`src/rtl/axis_uart_rx_packer.sv`:
```
// rtl/axis_uart_rx_packer.sv - packs UART receive characters into little-endian AXI-Stream words
module axis_uart_rx_packer #(
    parameter int AXI_DATA_WIDTH = 32,
    parameter int DATA_BITS      = 8,
    parameter int TIMEOUT_CYCLES = 34_720
) (
    input  logic                        aclk,
    input  logic                        aresetn,
    input  logic [AXI_DATA_WIDTH-1:0]   s_axis_tdata,
    input  logic                        s_axis_tvalid,
    output logic                        s_axis_tready,
    input  logic                        flush,
    output logic [AXI_DATA_WIDTH-1:0]   m_axis_tdata,
    output logic [AXI_DATA_WIDTH/8-1:0] m_axis_tkeep,
    output logic                        m_axis_tlast,
    output logic                        m_axis_tvalid,
    input  logic                        m_axis_tready
);

    localparam int LANES = AXI_DATA_WIDTH / 8;
    localparam int CNT_W = (LANES > 1) ? $clog2(LANES) : 1;
    localparam int TMR_W = $clog2(TIMEOUT_CYCLES + 1);
    localparam logic [CNT_W-1:0] CNT_MAX = CNT_W'(LANES - 1);
    localparam logic [TMR_W-1:0] TMR_MAX = TMR_W'(TIMEOUT_CYCLES - 1);

    typedef enum logic {FILL, HOLD} state_t;

    state_t                    state_q, state_d;
    logic [CNT_W-1:0]          cnt_q, cnt_d;
    logic [TMR_W-1:0]          tmr_q, tmr_d;
    logic [AXI_DATA_WIDTH-1:0] data_q, data_d;
    logic [LANES-1:0]          keep_q, keep_d;
    logic                      last_q, last_d;
    logic                      ready_q;
    logic [7:0]                ch;

    always_ff @(posedge aclk or negedge aresetn) begin
        if (!aresetn) begin
            state_q <= FILL;
            cnt_q   <= '0;
            tmr_q   <= '0;
            data_q  <= '0;
            keep_q  <= '0;
            last_q  <= 1'b0;
            ready_q <= 1'b0;
        end else begin
            state_q <= state_d;
            cnt_q   <= cnt_d;
            tmr_q   <= tmr_d;
            data_q  <= data_d;
            keep_q  <= keep_d;
            last_q  <= last_d;
            ready_q <= (state_d == FILL);
        end
    end

    always_comb begin
        state_d = state_q;
        cnt_d   = cnt_q;
        tmr_d   = tmr_q;
        data_d  = data_q;
        keep_d  = keep_q;
        last_d  = last_q;
        ch      = '0;
        ch[DATA_BITS-1:0] = s_axis_tdata[DATA_BITS-1:0];
        case (state_q)
            FILL: begin
                if (s_axis_tvalid && ready_q) begin
                    // An accepted character always restarts the idle timer, even on the expiry cycle
                    for (int i = 0; i < LANES; i++) begin
                        if (cnt_q == CNT_W'(i)) begin
                            data_d[i*8 +: 8] = ch;
                            keep_d[i]        = 1'b1;
                        end
                    end
                    tmr_d = '0;
                    if (cnt_q == CNT_MAX) begin
                        state_d = HOLD;
                        last_d  = flush;
                    end else begin
                        cnt_d = cnt_q + CNT_W'(1);
                        if (flush) begin
                            state_d = HOLD;
                            last_d  = 1'b1;
                        end
                    end
                end else if (cnt_q != '0) begin
                    if (flush || tmr_q == TMR_MAX) begin
                        state_d = HOLD;
                        last_d  = 1'b1;
                    end else begin
                        tmr_d = tmr_q + TMR_W'(1);
                    end
                end else begin
                    tmr_d = '0;
                end
            end
            HOLD: begin
                if (m_axis_tready) begin
                    state_d = FILL;
                    cnt_d   = '0;
                    tmr_d   = '0;
                    data_d  = '0;
                    keep_d  = '0;
                    last_d  = 1'b0;
                end
            end
            default: state_d = FILL;
        endcase
    end

    assign s_axis_tready = ready_q;
    assign m_axis_tvalid = (state_q == HOLD);
    assign m_axis_tdata  = data_q;
    assign m_axis_tkeep  = keep_q;
    assign m_axis_tlast  = last_q;

endmodule

```
`config.mk`:
```
export PLATFORM = sky130hd
export DESIGN_NAME = axis_uart_rx_packer
export DESIGN_NICKNAME = d
export VERILOG_FILES = /design/src/rtl/axis_uart_rx_packer.sv
export SDC_FILE = /design/constraint.sdc
export NUM_CORES = 1
export LEC_CHECK = 0
export CAP_MARGIN = 40
export CORE_UTILIZATION = 45
export DETAILED_ROUTE_END_ITERATION = 8
export PLACE_DENSITY = 0.73
export REMOVE_ABC_BUFFERS = 1
export SLEW_MARGIN = 20
export SYNTH_ARGS = -nofsm -noshare
export SYNTH_HDL_FRONTEND = slang
export SYNTH_SLANG_ARGS = --single-unit
export TNS_END_PERCENT = 5
```
`constraint.sdc`:
```
create_clock -name aclk -period 3.65 [get_ports aclk]
set_clock_uncertainty 0.2 [all_clocks]
set_input_delay 0.9125 -clock aclk [delete_from_list [all_inputs] [get_ports aclk]]
set_output_delay 0.9125 -clock aclk [all_outputs]
set_load 0.005 [all_outputs]
```
==> Word-level counts from Yosys, hierarchy flattened <==
Cells that the tools add are included.
{ "op_classes": {"n_addsub": 2, "mul": 0, "n_div": 0, "magnitude_cmp": 0, "n_eq_ne": 15, "n_shift": 0, "mux": 37, "n_bitwise": 2, "n_reduce_logical": 11} }
{ "ops": {"columns": ["cell", "count"], "rows": [
  ["$mux W16", 4],
  ["$mux W32", 2],
  ["$pmux W32 S2", 1],
  ["$mux W8", 4],
  ["$pmux W16 S2", 1],
  ["$add A16 B1 Y16 const B", 1],
  ["$eq A16 B16 Y1 const B", 1],
  ["$mux W1", 16],
  ["$reduce_and A3 Y1", 5],
  ["$ne A2 B2 Y1 const B", 7],
  ["$mux W4", 2],
  ["$ne A4 B4 Y1 const B", 2],
  ["$pmux W4 S2", 1],
  ["$mux W2", 3],
  ["$ne A3 B3 Y1 const B", 2],
  ["$eq A2 B2 Y1 const B", 2],
  ["$pmux W1 S2", 2],
  ["$pmux W2 S2", 1],
  ["$reduce_and A4 Y1", 1],
  ["$add A2 B1 Y2 const B", 1],
  ["$eq A2 B1 Y1 const B", 1],
  ["$logic_not A2 Y1", 1],
  ["$not A1 Y1", 2],
  ["$reduce_and A2 Y1", 1],
  ["3 further kinds", 3]
]} }
{ "word_totals": {"register_bits": 57, "latchBits": 0, "mem_bits_rw": 0, "romBits": 0, "in_bits": 37, "output_inout_bits": 39, "memories": 0} }

==> Longest topological paths before layout <==
{ "depth": {"word_depth": 7, "ltp_mapped": 8} }

==> Worst setup path after synthesis <==
OpenSTA, ideal clock, no wires.
{ "synth_timing": {"path_type": "input to register", "startpoint": "in flush", "endpoint": "reg tmr_q[15]", "setup_ns": 0.077, "arrival_time_ns": 2.233, "t_required_ns": 3.373, "setup_slack_ns": 1.140, "stages": 4, "path_buffers": 1, "path_cell_list": "clkbuf_1 or4_4 or4_1 a21oi_1"} }
{ "synth_between": {"elab_chain_cells": 3} }
{ "synth_rtl": {"columns": ["item", "line_no", "rtl"], "rows": [
  ["start, declared", "12", "input logic flush,"],
  ["$logic_or A1 B1 Y1", "88", "if (flush || tmr_q == TMR_MAX) begin"],
  ["$ne A4 B4 Y1 (no source line)", null, null],
  ["$reduce_and A2 Y1 (no source line)", null, null],
  ["end signal, assigned", "49", "tmr_q <= tmr_d;"],
  ["end, declared", "30", "logic [TMR_W-1:0] tmr_q, tmr_d;"]
]} }
Every way passes these cells.
A chain may end at the register's enable or synchronous reset.

==> Final worst setup path <==
{ "layout_timing": {"startpoint": "reg state_q, in the netlist m_axis_tvalid", "endpoint": "out m_axis_tvalid"} }
{ "layout_lines": {"columns": ["item", "line_no", "rtl"], "rows": [
  ["start, declared", "28", "state_t state_q, state_d;"],
  ["start signal, assigned", "47", "state_q <= state_d;"],
  ["end, declared", "16", "output logic m_axis_tvalid,"]
]} }
No word-level cell between the ends.

==> qor.txt <==
Run status: completed
Cts hold-fix bufs: 0
Crit path time final: 2.85 ns
Top cell family by delay on the critical path: flip-flops
Met3 GRT Util: 4.83%
Total die area: 6210 sq um
Detailed-route via count: 2285
Max Transition Viols Final: 0
Max-slew headroom: 54.4%
Worst VDD drop: 0.318 mV
CTS Root Cell: clkbuf_8
Final setup viols: 0
P_leak: 1.47 nW
Tot Pwr: 2.59 mW
CTS tree: built
Worst-path cell chain: clkdlybuf4s50_1
Largest net degree at the start of global routing: 35
# Post-CTS Setup Buffers: 0
Worst path depth: 1
Hold Crit Class: reg2reg
Via density: 5.66
Post-CTS sizing: 0
Fin Hold WS: 0.283 ns
CTS Buffer Depth: 2
CTS sink cnt: 57
Yosys reg bits: 57
Antenna Nets Post-Route: 0
Kind of critical path: reg2out
Synthesized area: 2650 sq um
Gr ovfl total: 0
Yosys cell types: 42
Cell Pwr Density: 748 nW/um^2
Synth Area in Compound Gates: 18.9%
Row count: 27
Layout cell share with drive strength beyond 1: 8.43%
Syn avg cell area: 9.65 sq um
Max-cap violations: 0
Tcrit/Tclk final: 78.2%
Initial antenna violation count: 0
GR Util met1: 27.8%
Placeable Area: 5610 sq um
Final RePlAce weighted congestion: 0.871
Area share of the largest cell type after synthesis: 53.7%
Multi-input logic area: 1130 sq um
All-Layer GR Usage: 21.7%
Post-synthesis mux area share: 0.754%
Die Ht: 78.8 um
Worst-case reg-to-reg path depth: 4
Port Buffer Count: 51
TNS Setup: 0 ns
Post-DP HPWL: 4.14 mm
Clock Latency Late Sink: 0.33 ns
Wire length per cell: 15.2 um
Worst-path maximum fanout: 22
WP data required: 2.54 ns
GRT Max-Usage Layer: met2
Final wirelength: 6.15 mm
Pre-CTS worst setup slack: 0.520 ns
Crit path buf inv count: 1
H-tree level count: 3
Worst Hold Depth: 2
Ys Warns: 0
I/O pins: 76
Xor and xnor area share after synthesis: 0%
Synthesis-to-finish area growth: 30.6%
Crit-path max cell delay: 0.78 ns
Vias in the first global route: 2249
N_diodes: 0
1st-iter DRT viols: 133
Synth area leaders: dfrtp_1 54%, nand2_1 7.4%, o21ai_0 7.2%, a21oi_1 3.0%, or4_1 2.5%
RSZ-0062 raised after global routing: no
F_max: 351 MHz
Final instance area: 3460 sq um
Slowest stage cell on the critical path: dfrtp_1
Drt drc: 0
Placement Cell Area: 3220 sq um
Fin. Hold Viols: 0
Critical Path Start Type: flop
CTS Buf Count: 9
GR Util met2: 35.0%
FILL cells: 475
Simple-gate share of the synthesized area: 20.5%
FF+latch area: 1430 sq um
Number of iterations in the first detailed-routing pass: 5
Post-layout worst setup margin: 0.797 ns
First-pass GRT wire length: 10.4 mm
Cells after synthesis: 275
Die X: 78.8 um
Sequential share of the synthesized area: 53.7%
Arr. time, crit path: 1.74 ns
Initial Util: 47.3%
Clock transition at path regs: 0.07 ns
Critical path endpoint category: output port
Nets@finish: 369
Measured slew at the worst slew-check pin: 0.684 ns
Post-synthesis adder-cell area fraction: 2.36%
Largest family of logic cells by synthesized area: simple AND/OR/NAND/NOR gates
Biggest area consumer among synthesized cells: dfrtp_1
[flip-flops by register name, indices dropped and copies added, names as in the netlist]
| register | cells |
|---|---|
| tmr_q | 16 |
| m_axis_tlast | 1 |
| s_axis_tready | 1 |
| cnt_q | 2 |
| m_axis_tkeep | 4 |
| m_axis_tdata | 32 |
| m_axis_tvalid | 1 |
[cells in the final DEF, fill, tap and decap left out, types with 4 or more instances in the layout]
master           count
clkdlybuf4s50_1     50
a31oi_1              5
dfrtp_1             57
nor2_1               4
or4_1                9
ha_1                 5
nand2b_1            10
a21oi_1             16
inv_1                7
nand4_1              4
buf_4                6
o21ai_0             38
o31ai_1              8
nand3_1              4
nand2_1             52
clkbuf_8            10
[cell usage after synthesis]
library cell   n
buf_2          2
o31ai_2        1
mux2i_1        2
o211ai_1       2
dfrtp_1       57
nand3_1        4
nand4_1        4
and4_1         1
o22ai_1        3
or2_2          1
o21ai_0       38
o31ai_1        8
nand4_2        1
buf_6          1
ha_1           5
nor2_1         4
nand4b_1       1
clkbuf_1      12
o21ba_2        1
o211a_1        1
and3_1         2
nor4_1         3
a31oi_1        5
o41ai_1        3
buf_4          1
nor3_1         2
o31a_1         1
nand2b_1      10
or4_1          9
and2_1         3
a22oi_1        1
or4b_1         1
a21oi_1       16
and3b_1        1
nor4_2         1
inv_1          7
a21o_1         3
or4_4          1
nor2b_1        1
a211o_1        1
nand2_1       52
or3_1          2
[cell families (layout without fill, tap and decap cells)]
logic type	count (synthesis)	after routing
AOI/OAI and AO/OA	84	84
adders and majority gates	5	5
buffers and inverters	23	80
DFF	57	57
muxes	2	2
and+or+nand+nor	104	104
[where the power goes]
part | switching [mW] | total, mW | internal, mW
registers | 0.139 | 0.955 | 0.816
logic | 0.435 | 0.917 | 0.482
clock network | 0.248 | 0.719 | 0.471
total | 0.822 | 2.59 | 1.77
[layout make-up]
cell class	count	area share, %
clock inverters	5	2.96
well taps	72	2.60
inverters	7	0.758
flip-flops and latches	57	41.2
clock buffers	11	4.08
repair buffers	57	15.9
multi-input cells	195	32.5
[routing by layer]
metal | up-vias | part of all wire [%]
met5 | - | 0
met4 | 0 | 0.80
met3 | 6 | 6.1
met2 | 78 | 48
met1 | 1104 | 45
li1 | 1097 | -
[through the flow]
stage,utilization [%],instances
detailed placement,57.4,388
CTS,61.8,404
global route,61.8,404
finish,61.8,404
global placement,57.4,388
floorplan,-,259
[final timing paths]
path | slack (ns) | endpoint | from
worst min register to register | 0.28 | m_axis_tdata[3] | m_axis_tdata[3]
worst min-delay path | 0.28 | m_axis_tdata[3] | m_axis_tdata[3]
worst max-delay path | 0.80 | m_axis_tvalid | m_axis_tvalid
max in group asynchronous | 2.07 | tmr_q[13] | aresetn
worst max register to register | 1.25 | tmr_q[15] | m_axis_tvalid
min in group asynchronous | 0.34 | m_axis_tdata[3] | aresetn
No activity file was read; power rests on OpenSTA's default activity.
